## src/rtl/jit_write_arbiter.sv

```systemverilog
// Round-robin arbiter sharing one code-buffer write unit among NUM_REQ JIT requesters.
// Define WRITE_ARB_WRAP_EN for a circular buffer (no full flag, no word counter).
module jit_write_arbiter #(
  parameter int NUM_REQ       = 2,
  parameter int DATA_WIDTH    = 32,
  parameter int ADDRESS_WIDTH = 8
) (
  input  logic                          clk,
  input  logic                          reset,
  input  logic [NUM_REQ-1:0]            req,
  input  logic [NUM_REQ*DATA_WIDTH-1:0] req_data,
  output logic [NUM_REQ-1:0]            grant,
  output logic                          wr_start,
  output logic [DATA_WIDTH-1:0]         wr_data,
  output logic [ADDRESS_WIDTH-1:0]      wr_addr,
  input  logic                          wr_ready,
  output logic                          busy,
  output logic                          full
);

  localparam int LGW = (NUM_REQ > 1) ? $clog2(NUM_REQ) : 1;
  localparam int SW  = LGW + 1;

  typedef enum logic {IDLE, ISSUE} state_t;

  state_t                   state_q, state_d;
  logic [LGW-1:0]           last_grant_q, last_grant_d;
  logic [NUM_REQ-1:0]       grant_q, grant_d;
  logic [DATA_WIDTH-1:0]    wr_data_q, wr_data_d;
  logic [ADDRESS_WIDTH-1:0] wr_addr_q, wr_addr_d;
  logic                     full_w;
  logic                     xfer_done;

  logic [SW-1:0]            scan_start;
  logic [SW-1:0]            unrot_shift;
  logic [NUM_REQ-1:0]       req_rot, pick_rot, pick;
  logic [LGW-1:0]           pick_idx;
  logic [DATA_WIDTH-1:0]    pick_data;
  logic                     any_pick;

  assign xfer_done = (state_q == ISSUE) && wr_ready;

  // Rotate req so the slot after last_grant sits at bit 0, take the lowest
  // set bit, then rotate the one-hot pick back into requester order.
  always_comb begin
    scan_start = SW'(last_grant_q) + SW'(1);
    if (scan_start >= SW'(NUM_REQ)) scan_start = '0;
    unrot_shift = SW'(NUM_REQ) - scan_start;
    req_rot  = NUM_REQ'({req, req} >> scan_start);
    pick_rot = '0;
    for (int unsigned k = 0; k < NUM_REQ; k++) begin
      if (req_rot[k] && (pick_rot == '0)) pick_rot[k] = 1'b1;
    end
    pick      = NUM_REQ'({pick_rot, pick_rot} >> unrot_shift);
    any_pick  = |pick_rot;
    pick_idx  = '0;
    pick_data = '0;
    for (int unsigned j = 0; j < NUM_REQ; j++) begin
      if (pick[j]) begin
        pick_idx  = LGW'(j);
        pick_data = req_data[j*DATA_WIDTH +: DATA_WIDTH];
      end
    end
  end

  always_comb begin
    state_d      = state_q;
    last_grant_d = last_grant_q;
    grant_d      = '0;
    wr_data_d    = wr_data_q;
    wr_addr_d    = wr_addr_q;
    unique case (state_q)
      IDLE: begin
        if (any_pick && !full_w) begin
          state_d      = ISSUE;
          last_grant_d = pick_idx;
          grant_d      = pick;
          wr_data_d    = pick_data;
        end
      end
      ISSUE: begin
        if (wr_ready) begin
          state_d   = IDLE;
          wr_addr_d = wr_addr_q + ADDRESS_WIDTH'(1);
        end
      end
      default: state_d = IDLE;
    endcase
  end

  always_ff @(posedge clk) begin
    if (!reset) begin
      state_q      <= IDLE;
      last_grant_q <= LGW'(NUM_REQ - 1);
      grant_q      <= '0;
      wr_data_q    <= '0;
      wr_addr_q    <= '0;
    end else begin
      state_q      <= state_d;
      last_grant_q <= last_grant_d;
      grant_q      <= grant_d;
      wr_data_q    <= wr_data_d;
      wr_addr_q    <= wr_addr_d;
    end
  end

`ifdef WRITE_ARB_WRAP_EN
  assign full_w = 1'b0;
  assign full   = 1'b0;
`else
  logic [ADDRESS_WIDTH:0] count_q, count_d;
  logic                   full_q, full_d;

  // Count cannot pass capacity: no grant is issued once full is set.
  always_comb begin
    count_d = count_q;
    if (xfer_done) count_d = count_q + (ADDRESS_WIDTH+1)'(1);
    full_d = count_d[ADDRESS_WIDTH];
  end

  always_ff @(posedge clk) begin
    if (!reset) begin
      count_q <= '0;
      full_q  <= 1'b0;
    end else begin
      count_q <= count_d;
      full_q  <= full_d;
    end
  end

  assign full_w = full_q;
  assign full   = full_q;
`endif

  assign grant    = grant_q;
  assign wr_start = (state_q == ISSUE);
  assign busy     = (state_q == ISSUE);
  assign wr_data  = wr_data_q;
  assign wr_addr  = wr_addr_q;

endmodule

```

## config.mk

```make
export PLATFORM = sky130hd
export DESIGN_NAME = jit_write_arbiter
export DESIGN_NICKNAME = d
export VERILOG_FILES = /design/src/rtl/jit_write_arbiter.sv
export SDC_FILE = /design/constraint.sdc
export NUM_CORES = 1
export LEC_CHECK = 0
export BUFFER_PORTS_ARGS = -buffer_cell sky130_fd_sc_hd__buf_2
export CORE_ASPECT_RATIO = 1.5
export CORE_UTILIZATION = 50
export DETAILED_ROUTE_END_ITERATION = 7
export PLACE_DENSITY = 0.88
export SYNTH_ARGS = -nofsm -noshare
export SYNTH_HDL_FRONTEND = slang
export SYNTH_SLANG_ARGS = --single-unit
```

## constraint.sdc

```tcl
create_clock -name clk -period 1.9 [get_ports clk]
set_input_delay 0.285 -clock clk [delete_from_list [all_inputs] [get_ports clk]]
set_output_delay 0.285 -clock clk [all_outputs]
set_load 0.02 [all_outputs]
```

======== After elaboration in Yosys (flattened, before gate mapping) ========
Index checks and enable logic that the tools add are counted.
operators by class
  add/sub/neg operators ................... 4
  multipliers ............................. 0
  div/mod/pow operators ................... 0
  order comparisons ....................... 1
  eq/ne operators ......................... 0
  shift operators ......................... 2
  muxes and demuxes ....................... 9
  bitwise operators ....................... 4
  reduce and logical (&&, ||, !) cells .... 8
operators by type and width
  kind                   count
  $mux W32               2
  $add A9 B1 Y9 const B  1
  $add A8 B1 Y8 const B  1
  $shr A4 B2 Y2          2
  $mux W1                5
  $not A1 Y1             4
  $reduce_and A2 Y1      2
  $logic_and A1 B1 Y1    3
  $reduce_or A3 Y1       1
  $add A1 B1 Y2 const B  1
  $ge A2 B2 Y1 const B   1
  $mux W2                1
  $pmux W1 S2            1
  $reduce_or A2 Y1       1
  $sub A2 B2 Y2 const A  1
  $logic_not A1 Y1       1
storage, ports and cells
  register bits after elaboration ......... 53
  latch bits .............................. 0
  RAM bits ................................ 0
  bits in read-only memories .............. 0
  output and inout bits ................... 45
  word-level logic and storage cells ...... 35
  memories ................................ 0

======== Longest topological paths before layout ========
  depth in word-level cells ............... 12
  depth in mapped cells ................... 7

======== Worst setup path before layout ========
Ideal clock, no wire load.
  path kind ............................... reg-to-reg
  from .................................... register state_q, in the netlist busy
  to ...................................... register wr_addr_q[7], in the netlist wr_addr[7]
  library setup time ...................... 72 ps
  arrival ................................. 1371 ps
  required time ........................... 1828 ps
  setup slack ............................. 458 ps
  stages on the path, launching flop included .. 5
  path buffers ............................ 1
  cell sequence ........................... dfxtp_1 buf_2 nand4_1 or4_1 a21oi_1
between the ends
  longest elaborated chain between the ends .. 1
ends and longest elaborated chain
  element                             RTL line  text
  start, declared                     26        state_t state_q, state_d;
  start signal, assigned              99        state_q <= state_d;
  $reduce_and A2 Y1 (no source line)  n/a
  end signal, assigned                103       wr_addr_q <= wr_addr_d;
  end, declared                       30        logic [ADDRESS_WIDTH-1:0] wr_addr_q, wr_addr_d;
No other way between the ends.
A chain may end at the register's enable or synchronous reset.

======== Worst setup path after layout ========
  from .................................... register state_q, in the netlist busy
  to ...................................... register count_q[7]
between the ends
  longest elaborated chain between the ends .. 1
ends and longest elaborated chain
  element               RTL line  text
  $logic_and A1 B1 Y1   41        assign xfer_done = (state_q == ISSUE) && wr_ready;
  end signal, assigned  126       count_q <= count_d;
  end, declared         111       logic [ADDRESS_WIDTH:0] count_q, count_d;
No other way between the ends.

==> run_results.csv <==
group,metric,value,unit
synthesis,yosys.area.top_type_share,0.422,
place,port_buffers,113,
route,drc_errors,0,
outcome,run_status,"finished clean",
setup_path,cp-start-kind,"register",
setup_path,crit_fanout,12,
cells_and_area,seqCellArea,0.00106,sq mm
timing,setup-tns-final,0,ns
cts,h-tree-depth,2,
timing,max_freq,647,MHz
cells_and_area,multiInputGateArea,0.00127,sq mm
timing,maxSlewViolCount,0,
cells_and_area,drive_gt1_frac,0.462,
synthesis,post-synth-top-area-cell,"dfxtp_1",
cts,cts_tree,"done",
synthesis,synthTopCellsByArea,"dfxtp_1 (42%), a211oi_2 (15%), a32oi_1 (11%)",
floorplanning,ios,114,
cts,clockBufferDepth,2,
global_route,grt_pass1_wl,9400,um
setup_path,reg2regPathDepth,3,
synthesis,ys_ff_latch,53,
hold_path,whs_path_depth,2,
floorplanning,die_h,88.9,um
global_route,grt_overflow,0,
timing,grt_setup_unrepaired,"false",
setup_path,criticalPathCategory,"reg -> reg",
timing,finalHoldViolCount,0,
cts,worst_skew_pair.late_latency,0.30,ns
cells_and_area,nNetsFinal,427,
route,vias,2469,
pwr,p_leak,0.00130,uW
route,via_per_inst,5.84,
place,dp_hpwl,4710,um
global_route,grt_start_max_net_pins,36,
hold_path,hp-class,"in -> reg",
timing,relSlewSlack,0.650,
timing,setup_violations,0,
synthesis,syn_area_per_cell,9.82,sq um
synthesis,postSynthCellCount,256,
place,place_congestion,0.786,
setup_path,worstPathRequired,2.14,ns
setup_path,worstPathArrival,1.78,ns
floorplanning,core_area,0.00485,sq mm
cts,cts_num_sinks,53,
cts,post_cts_buffers,0,
synthesis,synth_ff_type,"dfxtp_1",
timing,skew,0.0116,ns
route,wl_per_cell,15.2,um
cts,cts_buffers,5,
floorplanning,dieArea,0.00532,sq mm
hold_path,min_from,"reset",
synthesis,synth_cell_type_count,33,
synthesis,synth_nets,327,
synthesis,ys_seq_area_frac,0.422,
floorplanning,rows,31,
synthesis,async_reset_ff_frac,0,
route,drtIter0Drc,118,
setup_path,cp-end-kind,"register",
route,drt_wl_total,6440,um
pwr,power.density,788,mW/mm^2
global_route,antenna_found_initial,0,
timing,fin_crit,1.54,ns
pwr,peakVddDrop,0.413,mV
floorplanning,dieWidth,59.9,um
timing,tightest_slew,0.525,ns
synthesis,synthTopCellsByCount,"dfxtp_1 (53), a21oi_1 (45), a32oi_1 (32), a211oi_2 (30), clkbuf_1 (20)",
setup_path,r2r_slack,0.36,ns
timing,fin_crit_sh,0.813,
hold_path,hold_end,"busy",
route,ant_nets,0,
cts,cts.repair.resized,0,
cells_and_area,area_delta_synth_final,26.5,%
cells_and_area,num_antenna_cells,0,
setup_path,worstReg2RegEnd,"count_q[7]",
flow_run,drv_cap,0,
cts,ctsHoldBuffers,0,
setup_path,r2r-start,"busy",
route,first_pass_iters,4,
cells_and_area,utilization,0.656,
cts,clk_pin_slew,0.10,ns
synthesis,netlist_area,0.00251,sq mm
cts,cts-root-buf,"clkbuf_8",
global_route,grt_usage,0.231,
floorplanning,start_util,0.519,
synthesis,synth_most_common_cell,"dfxtp_1",
synthesis,yosys_warnings,0,
global_route,grt_pass1_vias,2179,
cells_and_area,fillers,377,
synthesis,synth_edf_count,0,
[cell usage in the layout, fill, tap and decap left out, types with 2 or more instances in the layout]
cell	n
xnor2_1	2
or4_1	3
nand3_1	6
a21oi_1	45
a32oi_1	32
xor2_1	2
ha_1	2
buf_2	113
a211oi_1	2
inv_1	4
o31ai_1	3
clkbuf_8	6
nor2_1	4
buf_4	9
o21ai_0	8
nand4_1	5
or3_1	8
dfxtp_1	53
nand2_1	5
a211oi_2	30
[where the power goes]
group	switching, uW	internal, uW	leakage (uW)	total, uW
Combinational	371	242	0.000816	614
Clock	358	296	0.0000512	654
Sequential	47.9	1190	0.000436	1240
[area by class of cell]
class / instances / area share
Tap cell: 66 / 0.0260
Clock inverter: 2 / 0.00433
Clock buffer: 6 / 0.0260
Multi-Input combinational cell: 168 / 0.399
Inverter: 5 / 0.00590
Timing Repair Buffer: 123 / 0.205
Sequential cell: 53 / 0.333
[layer usage]
metal  vias up  track usage  share of wire
li1       1197            -              -
met1      1155        0.259           0.41
met2       101        0.413           0.51
met3        16       0.0468          0.057
met4         0        0.101          0.025
met5         -            0              0
[registers in the layout, indices dropped and copies added (netlist names)]
signal        flops
busy              1
last_grant_q      1
wr_addr           8
wr_data          32
count_q           9
grant             2
[per-stage QoR]
step / cells / hold slack, ns / setup slack [ns] / instance area, sq um / total power (uW)
CTS: 423 / 0.255 / 0.356 / 3180 / 2520
finish: 423 / 0.260 / 0.355 / 3180 / 2510
floorplan: 256 / 0.403 / 0.458 / 2510 / 1680
global placement: 415 / 0.462 / 0.367 / 3090 / 1860
detailed placement: 415 / 0.467 / 0.308 / 3090 / 1880
global route: 423 / 0.257 / 0.232 / 3180 / 2630
[worst max-delay path, stage by stage (launching register included)]
cell and delay [ns]:
dfxtp_1 0.56, nand4_1 0.29, or4_1 0.47, a21oi_1 0.16
[worst max path at each step]
| stage | from | to | slack (ns) | cells after the start |
|---|---|---|---|---|
| finish | busy | count_q[7] | 0.36 | 3 |
| global route | busy | count_q[7] | 0.23 | 3 |
| CTS | busy | count_q[7] | 0.36 | 3 |
| detailed placement | req[0] | last_grant_q | 0.31 | 5 |
| global placement | req[0] | last_grant_q | 0.37 | 5 |
| floorplan | busy | wr_addr[7] | 0.46 | 4 |
[logic make-up (layout without fill, tap and decap cells)]
kind of cell    after synthesis  in the layout  synth area share
buf+inv                      35            136            0.0731
compound gates              124            124             0.395
flops                        53             53             0.422
simple gates                 38             38            0.0861
xor+xnor                      4              4            0.0139
fa+ha+maj                     2              2           0.00995
Power figures use the tool's default switching activity.
